### config.mk
export PLATFORM = sky130hd
export DESIGN_NAME = stream_fifo_flat
export DESIGN_NICKNAME = d
export VERILOG_FILES = /design/src/rtl/stream_fifo_if.sv /design/src/rtl/stream_fifo.sv /design/src/flat_wrapper.sv
export SDC_FILE = /design/constraint.sdc
export NUM_CORES = 1
export LEC_CHECK = 0
export BUFFER_PORTS_ARGS = -buffer_cell sky130_fd_sc_hd__buf_2
export CAP_MARGIN = 20
export CORE_UTILIZATION = 45
export CTS_BUF_LIST = sky130_fd_sc_hd__clkbuf_8
export DETAILED_ROUTE_END_ITERATION = 10
export GPL_TIMING_DRIVEN = 0
export PLACE_DENSITY = 0.75
export SLEW_MARGIN = 25
export SYNTH_ARGS = -nofsm -noshare
export SYNTH_HDL_FRONTEND = slang
export SYNTH_SLANG_ARGS = --single-unit
### constraint.sdc
create_clock -name clk -period 3.63 [get_ports clk]
set_clock_uncertainty 0.05 [all_clocks]
set_input_delay 0.363 -clock clk [delete_from_list [all_inputs] [get_ports clk]]
set_output_delay 0.363 -clock clk [all_outputs]
set_load 0.03 [all_outputs]
### src/rtl/stream_fifo_if.sv
// Handshake bundle for stream_fifo: write side, read side, status and error flags.
// The producer/consumer side takes master; the FIFO takes slave.
interface stream_fifo_if #(
  parameter int DW    = 24,
  parameter int DEPTH = 16
);
  localparam int CW = $clog2(DEPTH) + 1;

  logic          i_wr;
  logic [DW-1:0] i_wdata;
  logic          o_wfull;
  logic          o_walmost_full;
  logic          i_rd;
  logic [DW-1:0] o_rdata;
  logic          o_rvalid;
  logic          o_rempty;
  logic          o_ralmost_empty;
  logic [CW-1:0] o_count;
  logic          o_overflow;
  logic          o_underflow;
  logic          i_clr_err;

  modport master (
    output i_wr, i_wdata, i_rd, i_clr_err,
    input  o_wfull, o_walmost_full, o_rdata, o_rvalid,
    input  o_rempty, o_ralmost_empty, o_count,
    input  o_overflow, o_underflow
  );

  modport slave (
    input  i_wr, i_wdata, i_rd, i_clr_err,
    output o_wfull, o_walmost_full, o_rdata, o_rvalid,
    output o_rempty, o_ralmost_empty, o_count,
    output o_overflow, o_underflow
  );
endinterface

### src/rtl/stream_fifo.sv
// Single-clock FIFO, registered count, programmable thresholds, sticky errors.
// Ports: clk, rst (sync, active-high), bus (stream_fifo_if.slave). FWFT or std read.
module stream_fifo #(
  parameter int DW        = 24,
  parameter int DEPTH     = 16,
  parameter int AFULL_TH  = DEPTH - 2,
  parameter int AEMPTY_TH = 2,
  parameter int FWFT      = 1
) (
  input  logic          clk,
  input  logic          rst,
  stream_fifo_if.slave  bus
);
  localparam int AW = $clog2(DEPTH);
  localparam int CW = AW + 1;

  logic [DW-1:0] mem [DEPTH];
  logic [AW-1:0] wptr;
  logic [AW-1:0] rptr;
  logic [AW-1:0] rptr_n;
  logic [AW-1:0] raddr;
  logic [CW-1:0] count;
  logic [CW-1:0] count_n;
  logic [DW-1:0] head;
  logic          full;
  logic          empty;
  logic          wr_acc;
  logic          rd_acc;
  logic          rd_en;
  logic          bypass;
  logic          rvalid_q;
  logic          ovf;
  logic          udf;

  assign full   = (count == CW'(DEPTH));
  assign empty  = (count == '0);
  assign wr_acc = bus.i_wr & ~full;
  assign rd_acc = bus.i_rd & ~empty;

  assign rptr_n  = rptr + AW'(rd_acc);
  assign count_n = count + CW'(wr_acc) - CW'(rd_acc);

  // FWFT keeps the output stage loaded with the head that will exist after
  // this edge: read ahead at rptr_n, bypassing a write that lands there
  // (only possible when the FIFO goes to exactly one word).
  // Standard mode fetches the current head only on an accepted read; the
  // write slot can never alias it then, so no bypass is needed.
  assign raddr  = (FWFT != 0) ? rptr_n : rptr;
  assign rd_en  = (FWFT != 0) ? 1'b1 : rd_acc;
  assign bypass = (FWFT != 0) && wr_acc && (wptr == rptr_n);

  always_ff @(posedge clk) begin
    if (wr_acc)
      mem[wptr] <= bus.i_wdata;
  end

  always_ff @(posedge clk) begin
    if (rst) begin
      wptr     <= '0;
      rptr     <= '0;
      count    <= '0;
      head     <= '0;
      rvalid_q <= 1'b0;
      ovf      <= 1'b0;
      udf      <= 1'b0;
    end else begin
      wptr     <= wptr + AW'(wr_acc);
      rptr     <= rptr_n;
      count    <= count_n;
      rvalid_q <= rd_acc;
      if (rd_en)
        head <= bypass ? bus.i_wdata : mem[raddr];
      // a new error in the clearing cycle wins over the clear
      ovf <= (bus.i_wr & full) | (ovf & ~bus.i_clr_err);
      udf <= (bus.i_rd & empty) | (udf & ~bus.i_clr_err);
    end
  end

  assign bus.o_rdata         = head;
  assign bus.o_rvalid        = (FWFT != 0) ? ~empty : rvalid_q;
  assign bus.o_count         = count;
  assign bus.o_wfull         = full;
  assign bus.o_rempty        = empty;
  assign bus.o_walmost_full  = (count >= CW'(AFULL_TH));
  assign bus.o_ralmost_empty = (count <= CW'(AEMPTY_TH));
  assign bus.o_overflow      = ovf;
  assign bus.o_underflow     = udf;
endmodule

### src/flat_wrapper.sv
// flat-port wrapper written by rule: the top's interface ports become plain ports
module stream_fifo_flat 
#(
  parameter int DW        = 24,
  parameter int DEPTH     = 16,
  parameter int AFULL_TH  = DEPTH - 2,
  parameter int AEMPTY_TH = 2,
  parameter int FWFT      = 1
)
  (clk, rst, bus_i_wr, bus_i_wdata, bus_i_rd, bus_i_clr_err, bus_o_wfull, bus_o_walmost_full, bus_o_rdata, bus_o_rvalid, bus_o_rempty, bus_o_ralmost_empty, bus_o_count, bus_o_overflow, bus_o_underflow);
  stream_fifo_if #(.DW(DW), .DEPTH(DEPTH)) bus_i ();
  input  logic clk;
  input  logic rst;
  input wire logic [$bits(bus_i.i_wr)-1:0] bus_i_wr;
  input wire logic [$bits(bus_i.i_wdata)-1:0] bus_i_wdata;
  input wire logic [$bits(bus_i.i_rd)-1:0] bus_i_rd;
  input wire logic [$bits(bus_i.i_clr_err)-1:0] bus_i_clr_err;
  output wire logic [$bits(bus_i.o_wfull)-1:0] bus_o_wfull;
  output wire logic [$bits(bus_i.o_walmost_full)-1:0] bus_o_walmost_full;
  output wire logic [$bits(bus_i.o_rdata)-1:0] bus_o_rdata;
  output wire logic [$bits(bus_i.o_rvalid)-1:0] bus_o_rvalid;
  output wire logic [$bits(bus_i.o_rempty)-1:0] bus_o_rempty;
  output wire logic [$bits(bus_i.o_ralmost_empty)-1:0] bus_o_ralmost_empty;
  output wire logic [$bits(bus_i.o_count)-1:0] bus_o_count;
  output wire logic [$bits(bus_i.o_overflow)-1:0] bus_o_overflow;
  output wire logic [$bits(bus_i.o_underflow)-1:0] bus_o_underflow;
  assign bus_i.i_wr = bus_i_wr;
  assign bus_i.i_wdata = bus_i_wdata;
  assign bus_i.i_rd = bus_i_rd;
  assign bus_i.i_clr_err = bus_i_clr_err;
  assign bus_o_wfull = bus_i.o_wfull;
  assign bus_o_walmost_full = bus_i.o_walmost_full;
  assign bus_o_rdata = bus_i.o_rdata;
  assign bus_o_rvalid = bus_i.o_rvalid;
  assign bus_o_rempty = bus_i.o_rempty;
  assign bus_o_ralmost_empty = bus_i.o_ralmost_empty;
  assign bus_o_count = bus_i.o_count;
  assign bus_o_overflow = bus_i.o_overflow;
  assign bus_o_underflow = bus_i.o_underflow;
  stream_fifo #(.DW(DW), .DEPTH(DEPTH), .AFULL_TH(AFULL_TH), .AEMPTY_TH(AEMPTY_TH), .FWFT(FWFT)) u_core (.clk(clk), .rst(rst), .bus(bus_i));
endmodule
* Yosys cells after proc, flatten, opt, wreduce, memory -nomap -nowiden
Memories as Yosys holds them, arrays and structs flattened. A register that Yosys moved wholly into a read port is not among the register bits.
Index checks and enable logic that the tools add are counted.
Widths: inputs -> output; s select.
** Operators by class
- Add/sub/neg operators :: 4
- Magnitude comparators :: 2
- Equal/unequal tests :: 1
- Multiplexer cells :: 2
- Bitwise operators :: 11
- Reduce and logical (&&, ||, !) cells :: 1
** Operator list (number)
- $add 4x1->4 :: 2
- $and 1x1->1 :: 6
- $add 5x1->5 :: 1
- $eq 5x5->1 const B :: 1
- $ge 5x4->1 const B :: 1
- $le 5x2->1 const B :: 1
- $logic_not 5->1 :: 1
- $sub 5x1->5 :: 1
- $not 1->1 :: 3
- $mux 1 :: 2
- $or 1x1->1 :: 2
** Storage, ports and cells
- Register bits after elaboration :: 15
- Memory bits (writable) :: 384
- Output and inout bits :: 36
- Logic and storage cells :: 27
- Memories :: 1
** Memories
- u_core.mem :: depth 16, bits a word 24, rd ports 1, clocked after Yosys merged registers in 1, write ports 1, line stream_fifo.sv:17 : logic [DW-1:0] mem [DEPTH];

* Longest topological paths before layout
Gate-level depths: netlist of run 1.
- Depth after elaboration :: 5
- Gate-level depth with buffers :: 14
- Gate-level depth less buffers :: 14

* Worst setup path after synthesis of run 1
No wires, ideal clock.
- Path type :: reg2reg
- From :: register u_core.count[2], in the netlist u_core.bus.o_count[2]
- To :: register u_core.head[10], in the netlist u_core.bus.o_rdata[10] (read register of u_core.mem)
- Arrival :: 4.011 ns
- Required time :: 3.463 ns
- Path slack :: -0.548 ns
- Stages on the path, launching flop included :: 15
- Buffers on the path :: 3
- Path through :: dfxtp_1 inv_1 ha_1 inv_1 nor4_1 nor2b_1 ha_1 ha_1 buf_2 buf_4 clkbuf_1 mux4_2 nand2_1 nand3_1 a32o_1
** Between the ends
- Cells in the longest elaborated chain, start to end :: 4
** RTL lines
- start: declaration :: line stream_fifo.sv:22 : logic [CW-1:0] count;
- start signal: assignment :: line stream_fifo.sv:69 : count <= count_n;
- $logic_not 5->1 :: line stream_fifo.sv:36 : assign empty = (count == '0);
- via bus_o_rempty :: line flat_wrapper.sv:22 : output wire logic [$bits(bus_i.o_rempty)-1:0] bus_o_rempty;
- $not 1->1 :: line stream_fifo.sv:38 : assign rd_acc = bus.i_rd & ~empty;
- $and 1x1->1 :: line stream_fifo.sv:38
- $add 4x1->4 :: line stream_fifo.sv:40 : assign rptr_n = rptr + AW'(rd_acc);
- via u_core.raddr[1] :: line stream_fifo.sv:21 : logic [AW-1:0] raddr;
- end: declaration :: line stream_fifo.sv:24 : logic [DW-1:0] head;
The timed path passes the listed nets, and every way through them passes these cells.
A chain may end at the register's enable or synchronous reset.

* Final worst setup path of run 1
- From :: register u_core.count[2], in the netlist u_core.bus.o_count[2]
- To :: register u_core.head[7], in the netlist u_core.bus.o_rdata[7] (read register of u_core.mem)
** Between the ends
- Cells in the longest elaborated chain, start to end :: 4
** RTL lines (line)
- $logic_not 5->1 :: stream_fifo.sv:36
- $not 1->1 :: stream_fifo.sv:38
- $and 1x1->1 :: stream_fifo.sv:38
- $add 4x1->4 :: stream_fifo.sv:40
Every way passes these cells.

==> summary.txt, run 1 <==
Worst setup path
  • Setup crit end kind: register
  • CP Class: reg -> reg
  • Crit-path max FO: 10
  • Worst EP arrival: 3780 ps
  • Setup slack, reg-to-reg: 260 ps
  • Data required, critical path: 4040 ps
  • Type of origin of the critical path: register

Logic synthesis
  • Mux share of post-synthesis cell area: 0.133
  • Post-Synth Simple-Gate Area: 0.0543
  • Synth area leaders: edfxtp_1 71%, mux4_2 13%, dfxtp_1 4.8%
  • Synth Warn #: 0
  • Synthesized area: 16200 sq um
  • Post-Synth XOR/XNOR Area: 0.00793
  • Sequential-to-total area share from yosys stat: 0.758
  • Synthesized flop and latch total: 423
  • Synth cell types: 31
  • Post-synthesis net count: slightly below 900
  • Post-Synth Adder-Cell Area: 0.0120
  • Largest family of logic cells by synthesized area: multiplexers
  • Synth area leader: edfxtp_1
  • Area share of the largest cell type after synthesis: 0.710
  • Synth Area in Compound Gates: 0.0183
  • Mapped Avg Cell Area: a little under 20 sq um
  • Cells after Synth: 829

Clock tree
  • H-tree depth: 3
  • TritonCTS clock tree: done
  • CTS Buf Count: around 70
  • Clk_lat worst skew: between 500 and 600 ps
  • Clock transition at the registers of the reported paths: approximately 60 ps
  • Sink Count: about 420
  • Worst-case clock buffer depth: 3
  • Clk root buf: clkbuf_8

Routing
  • DRC: 0
  • Vias per inst: roughly 5.6
  • Vias after detailed routing: 8433
  • WL/cell: around 24 um
  • Post-route antenna net violation count: 0
  • First-pass DRT Iterations: 5
  • Drt initial violations: between 800 and 900
  • Total routed wirelength: about 36000 um

Global routing
  • Largest net degree at the start of global routing: 20
  • Tot GR Track Use: 0.199
  • First-pass GRT wire length: 52900 um
  • Initial antenna violation count: 0
  • Congestion Overflow GR: 0
  • Vias in the first global route: ~9000

Die
  • Total die area: ~37000 sq um
  • I/O pin count: 65
  • Initial Util: 0.457
  • DIE WIDTH: roughly 190 um
  • # rows: approximately 70
  • Die Height: about 190 um
  • Core Region: roughly 36000 sq um

STA
  • Period utilization: 0.929
  • Final count of negative-setup-slack endpoints: 0
  • Maximum clock frequency: ~0.30 GHz
  • Actual slew at the worst max-slew pin: ~790 ps
  • RSZ-0062 raised after global routing: false
  • Final Hold Viols: 0
  • Max Slew Vio Count: 0
  • Worst slew margin: 0.474
  • Minimum clock period: approximately 3400 ps

Layout
  • Post-route cell area: ~19000 sq um
  • # fillers: 2709
  • Final Net Count: roughly 1000
  • Antenna Cells: 0
  • FF/Latch Area: approximately 12000 sq um
  • Most frequent cells in the layout: 384 x edfxtp_1, 100 x nand2_1, 96 x mux4_2
  • Fin util: 0.537
  • Area grow syn2layout: 17.6%
  • Area of the multi-input gates: between 3000 and 4000 sq um
  • Most common cell after layout, fill and taps aside: edfxtp_1
  • Non-filler instance count after layout: roughly 1500
  • Layout cell share with drive strength beyond 1: 0.315

Hold path
  • Worst Hold Class: in -> reg

Place
  • Dpl cell area: 17700 sq um
  • # port buffers: 64
  • Dpl cells: around 1400
  • Post-DP HPWL: 22700 um
  • GP Congestion: 0.739

Power and ir drop
  • PwrDens: about 700 nW/um^2
  • Worst IR drop on VDD: between 0.4 and 0.5 mV
  • Leakage: 6.42 nW

Outcome
  • Status: finished, final reports clean

Job
  • Max-cap violations: 0
==> layer usage <==
metal | vias to the layer above | track usage | part of all wire
met1 | 4343 | 0.268 | 0.40
met3 | 51 | 0.0386 | 0.080
li1 | 3648 | - | -
met5 | - | 0 | 0
met2 | 391 | 0.328 | 0.50
met4 | 0 | 0.0609 | 0.016
==> synthesized netlist by cell type <==
cell type  number
fa_1            1
nor2b_1         9
xor3_1          1
edfxtp_1      384
nor4bb_4        1
nor4_1          1
dfxtp_1        39
nor4b_2         1
clkbuf_2        1
or3b_2          1
o41ai_1         1
xnor2_1         7
nand3_1        51
a31oi_2         1
nor2_1         22
a32o_1         24
nor3_1          4
nand3b_1        2
buf_4           1
a21oi_1         4
mux4_2         96
ha_1           14
nand2_1       100
clkbuf_1       21
inv_1          11
buf_6           5
nand2b_1        2
xor2_1          5
buf_2          16
and4b_1         1
o21bai_1        2
==> through the flow <==
| stage | total power [W] | hold slack (ps) | TNS, ps | setup slack [ps] |
|---|---|---|---|---|
| final | 0.0138 | 59.4 | 0 | 259 |
| after global routing | 0.0144 | 40.4 | 0 | 53.6 |
| after CTS | 0.0138 | 22.1 | 0 | 2.31 |
| after detailed placement | 0.0100 | 530 | -4330 | -280 |
| after global placement | 0.00988 | 523 | -166500 | -817 |
| after floorplan | 0.00890 | 385 | -907 | -90.7 |
==> critical path, stage by stage, from the launching register on <==
cell	delay, ps
dfxtp_1	380
inv_1	100
ha_1	230
inv_1	120
nor4_4	60
nor2b_1	230
ha_1	250
nand3_1	190
xnor2_1	590
clkbuf_1	550
nand3_1	210
a32o_1	310
==> kinds of logic (layout without fill, tap and decap cells) <==
kind of cell	count (synthesis)	count (layout)
buf+inv	55	266
mux	96	96
fa+ha+maj	15	15
simple gates	195	195
xor+xnor	13	13
flops	423	423
compound gates	32	32
==> power by group <==
group | switching [W] | internal (W) | total (W)
clock | 0.00182 | 0.00199 | 0.00381
sequential | 0.0000987 | 0.00559 | 0.00569
combinational | 0.00225 | 0.00200 | 0.00425
==> flip-flops by register name, summed over array words and instances, names as in the netlist <==
| signal | cells |
|---|---|
| u_core.bus.o_rdata | 24 |
| u_core.mem | 384 |
| u_core.rptr | 4 |
| u_core.bus.o_overflow | 1 |
| u_core.bus.o_underflow | 1 |
| u_core.bus.o_count | 5 |
| u_core.wptr | 4 |
==> repair_timing <==
action | 4_1_cts | 5_1_grt
setup endpoints to repair | 24 | 24
hold buffers | 2 | 0
setup buffers | 0 | 1
resized for setup | 13 | 20
hold endpoints to repair | 2 | 0
pin swaps | 0 | 2
==> final timing paths <==
check,start,endpoint,cells past startpoint
hold / removal,rst,u_core.bus.o_count[0],2
setup / recovery,u_core.bus.o_count[2],u_core.bus.o_rdata[7],11
hold reg to reg,u_core.bus.o_underflow,u_core.bus.o_underflow,3
setup reg to reg,u_core.bus.o_count[2],u_core.bus.o_rdata[7],11
==> final cells by class <==
type | count | share of cell area
Sequential cell | 423 | 0.644
Multi-Input combinational cell | 351 | 0.201
Clock buffer | 75 | 0.0540
Inverter | 11 | 0.00216
Buffer | 43 | 0.0141
Timing Repair Buffer | 87 | 0.0412
Clock inverter | 50 | 0.0129
Tap cell | 461 | 0.0302
Power figures use the tool's default switching activity.
==> run 2: changes to the inputs <==
- CORE_UTILIZATION: 45 -> 55
- PLACE_DENSITY: 0.75 -> 0.86
==> run 2 against run 1 <==
Critical path depth is 2 higher. Clock-buffer cell count did not move. First-iteration DRC count is 5.9% higher. Sequential share of layout area rose by 0.89 points. Critical path type unchanged. Largest power group unchanged.
==> summary.txt, run 2 (same netlist as run 1, synthesis figures left out) <==
Routing
  • First-pass DRT Iterations: 5 (unchanged)
  • Post-route antenna net violation count: 0 (unchanged)
  • Total routed wirelength: 36400 um (was 35500 um)
  • Drt initial violations: 882 (was 833)
  • WL/cell: 25.9 um (was 23.7 um)
  • Vias after detailed routing: 8663 (was 8433)
  • DRC: 0 (unchanged)
  • Vias per inst: 6.15 (was 5.62)

Die
  • Total die area: 30200 sq um (was 36900 sq um)
  • I/O pin count: 65 (unchanged)
  • Core Region: 28900 sq um (was 35600 sq um)
  • DIE WIDTH: 174 um (was 192 um)
  • Die Height: 174 um (was 192 um)
  • # rows: 62 (was 69)
  • Initial Util: 0.563 (was 0.457)

Layout
  • Post-route cell area: 18800 sq um (was 19100 sq um)
  • Number of flip-flops in the largest register: 384 (unchanged)
  • Non-filler instance count after layout: 1408 (was 1501)
  • Most common cell after layout, fill and taps aside: edfxtp_1 (unchanged)
  • Antenna Cells: 0 (unchanged)
  • Largest Register: u_core.mem (unchanged)
  • Final Net Count: 1027 (was 1030)
  • Most frequent cells in the layout: 384 x edfxtp_1, 100 x nand2_1, 96 x mux4_2 (unchanged)
  • Area grow syn2layout: 16.0% (was 17.6%)
  • Layout cell share with drive strength beyond 1: 0.313 (was 0.315)

Global routing
  • Met2 GRT Util: 0.403 (was 0.328)
  • GRT busiest layer: met2 (unchanged)
  • Global Route met1 Usage: 0.323 (was 0.268)
  • Grt met3 use: 0.0610 (was 0.0386)
  • Congestion Overflow GR: 0 (unchanged)
  • Largest net degree at the start of global routing: 19 (was 20)
  • Initial antenna violation count: 0 (unchanged)
  • First-pass GRT wire length: 54500 um (was 52900 um)
  • Vias in the first global route: 9095 (was 8862)
  • Tot GR Track Use: 0.249 (was 0.199)

Worst setup path
  • CP Class: reg -> reg (unchanged)
  • Worst EP arrival: 3820 ps (was 3780 ps)
  • Setup crit end kind: register (unchanged)
  • Data required, critical path: 4000 ps (was 4040 ps)
  • Crit-path max FO: 10 (unchanged)
  • Type of origin of the critical path: register (unchanged)

STA
  • Worst slew margin: 0.494 (was 0.474)
  • Worst setup margin: 173 ps (was 259 ps)
  • Final Hold Viols: 0 (unchanged)
  • Actual slew at the worst max-slew pin: 759 ps (was 789 ps)
  • Period utilization: 0.952 (was 0.929)
  • Final count of negative-setup-slack endpoints: 0 (unchanged)
  • Max Slew Vio Count: 0 (unchanged)
  • Maximum clock frequency: 0.289 GHz (was 0.297 GHz)
  • Minimum clock period: 3460 ps (was 3370 ps)
  • RSZ-0062 raised after global routing: false (unchanged)

Clock tree
  • TritonCTS clock tree: done (unchanged)
  • Clk_lat worst skew: 570 ps (about the same)
  • Clock transition at the registers of the reported paths: 60 ps (about the same)
  • H-tree depth: 3 (unchanged)
  • Sink Count: 423 (unchanged)
  • Worst-case clock buffer depth: 3 (unchanged)
  • Hold_buf cts: 0 (was 2)
  • CTS Buf Count: 66 (was 69)
  • Clk root buf: clkbuf_8 (unchanged)

Job
  • Max-cap violations: 0 (unchanged)

Place
  • GP Congestion: 0.782 (was 0.739)
  • Dpl cells: 1297 (was 1374)
  • Dpl cell area: 17600 sq um (was 17700 sq um)
  • Post-DP HPWL: 22700 um (about the same)
  • Post-place setup slack: -402 ps (was -280 ps)
  • # port buffers: 64 (unchanged)

Hold path
  • Worst Hold Class: in -> reg (unchanged)

Power and ir drop
  • Seq pwr share: 0.414 (about the same)
  • Cell Int Power: 0.00960 W (was 0.00958 W)
  • Sw frac: 0.303 (about the same)
  • Switching pwr: 0.00417 W (about the same)
  • PwrDens: 731 nW/um^2 (was 720 nW/um^2)
  • Leakage: 6.35 nW (was 6.42 nW)
  • Clock power share: 0.272 (was 0.277)
  • Logic pwr share: 0.314 (was 0.309)
  • Worst IR drop on VDD: 0.292 mV (was 0.458 mV)

Outcome
  • Status: finished, final reports clean (unchanged)
## run 2: cell count changes in the layout (fill, tap and decap cells not counted), moves of 4 or more
cell,before,now
buf_12,0,4
clkinv_1,15,6
clkinv_2,10,4
buf_16,12,5
## run 2: metrics by stage
step | hold slack (ps) | util | total power, W | setup TNS, ps
after floorplan | 385 | - | 0.00890 | -907
after CTS | 3.31 | 0.652 | 0.0138 | 0
after global placement | 520 | 0.592 | 0.00983 | -123900
final | 15.5 | 0.653 | 0.0138 | 0
after global routing | 23.3 | 0.653 | 0.0143 | 0
after detailed placement | 548 | 0.608 | 0.0100 | -5540
## run 2: path summary, 6_finish.rpt
path | from | to | slack (ps) | cells after the start
max | u_core.bus.o_count[2] | u_core.bus.o_rdata[16] | 170 | 13
min | bus_i_rd | u_core.bus.o_underflow | 20 | 3
max reg2reg | u_core.bus.o_count[2] | u_core.bus.o_rdata[16] | 170 | 13
min reg2reg | u_core.bus.o_overflow | u_core.bus.o_overflow | 570 | 3
## run 2: cell type report
| type | instances | area (sq um) |
|---|---|---|
| buffer | 44 | 267 |
| clock buffer | 75 | 1030 |
| clock inverter | 34 | 194 |
| fill | 1836 | 10000 |
| inverter | 11 | 41.3 |
| multi-input combinational | 351 | 3810 |
| sequential | 423 | 12300 |
| tap | 384 | 480 |
| timing repair buffer | 86 | 703 |
## run 2: critical path: stages (launching register included)
cell and delay, ps:
dfxtp_1 340, inv_1 110, ha_1 180, inv_1 90
nor4_4 210, nor2b_1 130, ha_1 240, ha_1 310
buf_2 270, buf_2 380, mux4_2 380, nand2_1 100
nand3_1 140, a32o_1 360
## run 2: layer usage
layer,share of wire,up-vias
li1,-,3632
met5,0,-
met2,0.50,577
met4,0.031,0
met1,0.37,4361
met3,0.10,93
## run 2: power by group through the flow
stage	Sequential (W)	Clock (W)	Combinational (W)
after floorplan	0.00604	0	0.00286
after global placement	0.00578	0	0.00405
after detailed placement	0.00579	0	0.00424
after CTS	0.00570	0.00379	0.00432
after global routing	0.00572	0.00400	0.00461
final	0.00570	0.00375	0.00432
## run 2: timing repair
action | CTS | global route
setup buffers | 0 | 2
setup endpoints to repair | 24 | 24
resized for setup | 12 | 13
pin swaps | 0 | 1
==> run 3: changes to the inputs <==
--- a/config.mk
+++ b/config.mk
@@ -9,2 +9,3 @@
 export CAP_MARGIN = 20
+export CORE_ASPECT_RATIO = 0.6
 export CORE_UTILIZATION = 55
==> constraint.sdc (replaced) <==
create_clock -name clk -period 3.63 [get_ports clk]
set_clock_uncertainty 0.05 [all_clocks]
set_input_delay 0.726 -clock clk [delete_from_list [all_inputs] [get_ports clk]]
set_output_delay 0.726 -clock clk [all_outputs]
set_load 0.03 [all_outputs]
==> run 3 against run 2 <==
Register-to-register slack got worse by 30 ps. Clock-buffer cell count decreased by 10. Fmax decreased by 0.85%. Cell count increased by 0.71%. Combinational power about the same. Utilization decreased by 0.20 points. Worst hold slack improved by 290 ps. Clock power decreased by 8.8%.
==> summary.txt, run 3 (same netlist as run 1, synthesis figures left out) <==
Place
  • GP Congestion: 0.798 (was 0.782)
  • Dpl cells: 1313 (was 1297)
  • # port buffers: 64 (unchanged)
  • Dpl cell area: 17600 sq um (about the same)
  • Post-place setup slack: -351 ps (was -402 ps)
  • Post-DP HPWL: 23900 um (was 22700 um)

Layout
  • Area grow syn2layout: 15.8% (was 16.0%)
  • Non-filler instance count after layout: 1418 (was 1408)
  • # fillers: 1873 (was 1836)
  • Largest Register: u_core.mem (unchanged)
  • Post-route cell area: 18800 sq um (about the same)
  • Most common cell after layout, fill and taps aside: edfxtp_1 (unchanged)
  • Layout cell share with drive strength beyond 1: 0.313 (about the same)
  • Area of the multi-input gates: 3850 sq um (was 3810 sq um)
  • Final Net Count: 1016 (was 1027)
  • Number of flip-flops in the largest register: 384 (unchanged)
  • FF/Latch Area: 12300 sq um (unchanged)
  • Most frequent cells in the layout: 384 x edfxtp_1, 100 x nand2_1, 96 x mux4_2 (unchanged)

Worst setup path
  • Setup crit end kind: register (unchanged)
  • Type of origin of the critical path: register (unchanged)
  • Cell-by-cell trace of the critical path: inv_1 > ha_1 > inv_1 > nor4_4 > nor2b_1 > ha_1 > ha_1 > xor2_2 > xnor2_1 > a31oi_4 > buf_2 > a32o_1 (was inv_1 > ha_1 > inv_1 > nor4_4 > nor2b_1 > ha_1 > ha_1 > buf_2 > buf_2 > mux4_2 > nand2_1 > nand3_1 > a32o_1)
  • Setup slack, reg-to-reg: 140 ps (was 170 ps)
  • Worst path max stage delay: 430 ps (was 380 ps)
  • CP max stage cell: dfxtp_1 (was buf_2)
  • Data required, critical path: 4130 ps (was 4000 ps)
  • Worst EP arrival: 3980 ps (was 3820 ps)
  • CP dominant cell by count: ha_1 (unchanged)
  • CP Class: reg -> reg (unchanged)
  • Crit-path max FO: 10 (unchanged)

Clock tree
  • Hold_buf cts: 0 (unchanged)
  • Sink Count: 423 (unchanged)
  • TritonCTS clock tree: done (unchanged)
  • H-tree depth: 2 (was 3)
  • Clock transition at the registers of the reported paths: 70 ps (was 60 ps)
  • Clk_lat worst skew: 610 ps (was 570 ps)
  • Worst-case clock buffer depth: 3 (unchanged)
  • CTS Buf Count: 56 (was 66)
  • Clk root buf: clkbuf_8 (unchanged)

Power and ir drop
  • Logic pwr share: 0.321 (was 0.314)
  • Design Power: 0.0134 W (was 0.0138 W)
  • PwrDens: 714 nW/um^2 (was 731 nW/um^2)
  • Worst IR drop on VDD: 0.452 mV (was 0.292 mV)
  • Leakage: 6.32 nW (was 6.35 nW)
  • Cell Int Power: 0.00929 W (was 0.00960 W)
  • Sw frac: 0.308 (was 0.303)
  • Seq pwr share: 0.424 (was 0.414)
  • Switching pwr: 0.00414 W (was 0.00417 W)
  • Clock power share: 0.255 (was 0.272)

STA
  • Actual slew at the worst max-slew pin: 812 ps (was 759 ps)
  • Maximum clock frequency: 0.287 GHz (was 0.289 GHz)
  • Worst slew margin: 0.459 (was 0.494)
  • Post-route setup TNS: 0 ps (unchanged)
  • Final count of negative-setup-slack endpoints: 0 (unchanged)
  • Period utilization: 0.960 (was 0.952)
  • Worst setup margin: 144 ps (was 173 ps)
  • Final Hold Viols: 0 (unchanged)
  • Minimum clock period: 3490 ps (was 3460 ps)
  • Max Slew Vio Count: 0 (unchanged)

Routing
  • Top Layer Used: met4 (unchanged)
  • Total routed wirelength: 36700 um (was 36400 um)
  • WL met2: 16500 um (was 18200 um)
  • Drt initial violations: 1330 (was 882)
  • Vias after detailed routing: 8745 (was 8663)
  • Vias per inst: 6.17 (was 6.15)
  • Met3 Routed Length: 4290 um (was 3630 um)
  • Met1 wire length: 15400 um (was 13400 um)
  • Post-route antenna net violation count: 0 (unchanged)
  • DRC: 0 (unchanged)
  • WL/cell: 25.9 um (about the same)
  • First-pass DRT Iterations: 5 (unchanged)

Die
  • DIE WIDTH: 224 um (was 174 um)
  • Initial Util: 0.562 (was 0.563)
  • Core Region: 28900 sq um (about the same)
  • # rows: 48 (was 62)
  • I/O pin count: 65 (unchanged)
  • Total die area: 30300 sq um (was 30200 sq um)
  • Die Height: 135 um (was 174 um)

Job
  • Max-cap violations: 0 (unchanged)

Hold path
  • Worst Hold Class: in -> reg (unchanged)

Global routing
  • Congestion Overflow GR: 0 (unchanged)
  • Vias in the first global route: 8750 (was 9095)
  • Tot GR Track Use: 0.253 (was 0.249)
  • Initial antenna violation count: 0 (unchanged)
  • First-pass GRT wire length: 55100 um (was 54500 um)
  • Largest net degree at the start of global routing: 19 (unchanged)

Outcome
  • Status: finished, final reports clean (unchanged)
[run 3: cell count changes in the layout (fill, tap and decap cells not counted), sizes merged]
cell / previous run / this run
buf: 106 / 108
bufinv: 2 / 1
clkbuf: 99 / 86
clkinv: 11 / 17
clkinvlp: 1 / 0
diode: 0 / 1
[run 3: layout make-up]
| type | count | area share |
|---|---|---|
| inverters | 11 | 0.00220 |
| flip-flops and latches | 423 | 0.655 |
| clock inverters | 38 | 0.00991 |
| repair buffers | 85 | 0.0391 |
| diodes | 1 | 0.000133 |
| plain buffers | 44 | 0.0148 |
| clock buffers | 65 | 0.0476 |
| well taps | 400 | 0.0266 |
| multi-input cells | 351 | 0.205 |
[run 3: power groups by stage]
stage / sequential [W] / combinational [W] / clock, W
floorplan: 0.00604 / 0.00286 / 0
global placement: 0.00579 / 0.00409 / 0
detailed placement: 0.00579 / 0.00424 / 0
CTS: 0.00569 / 0.00428 / 0.00346
global route: 0.00571 / 0.00461 / 0.00367
finish: 0.00569 / 0.00431 / 0.00342
[run 3: path summary, 6_finish.rpt]
check,start,endpoint,cells after the start
min reg2reg,u_core.bus.o_underflow,u_core.bus.o_underflow,3
min,bus_i_rd,u_core.bus.o_underflow,3
max reg2reg,u_core.bus.o_count[2],u_core.bus.o_rdata[13],12
max,u_core.bus.o_count[2],u_core.bus.o_rdata[13],12
[run 3: repair_timing]
action                                  4_1_cts  5_1_grt
pin swaps                                     0        1
resized for setup                            15       25
endpoints found under the setup margin       24       24
endpoints found under the hold margin         0        0
buffers inserted                              0        1
[run 3: critical path, delay by kind of cell (launching register included)]
| kind | cells | cell delay [ps] |
|---|---|---|
| compound gates | 2 | 620 |
| xor+xnor | 2 | 600 |
| flops | 1 | 430 |
| simple gates | 2 | 330 |
| fa+ha+maj | 3 | 790 |
| buf+inv | 3 | 600 |
[run 3: metrics by stage]
step            util  hold WS [ps]
6_report       0.651           306
3_5_place_dp   0.610           526
2_1_floorplan      -           530
4_1_cts        0.648           281
5_1_grt        0.651           307
3_3_place_gp   0.592           519
[run 3: routing by layer]
layer | GRT usage | vias to the layer above
li1 | - | 3626
met1 | 0.388 | 4513
met2 | 0.369 | 550
met3 | 0.0629 | 56
met4 | 0.0628 | 0
met5 | 0 | -
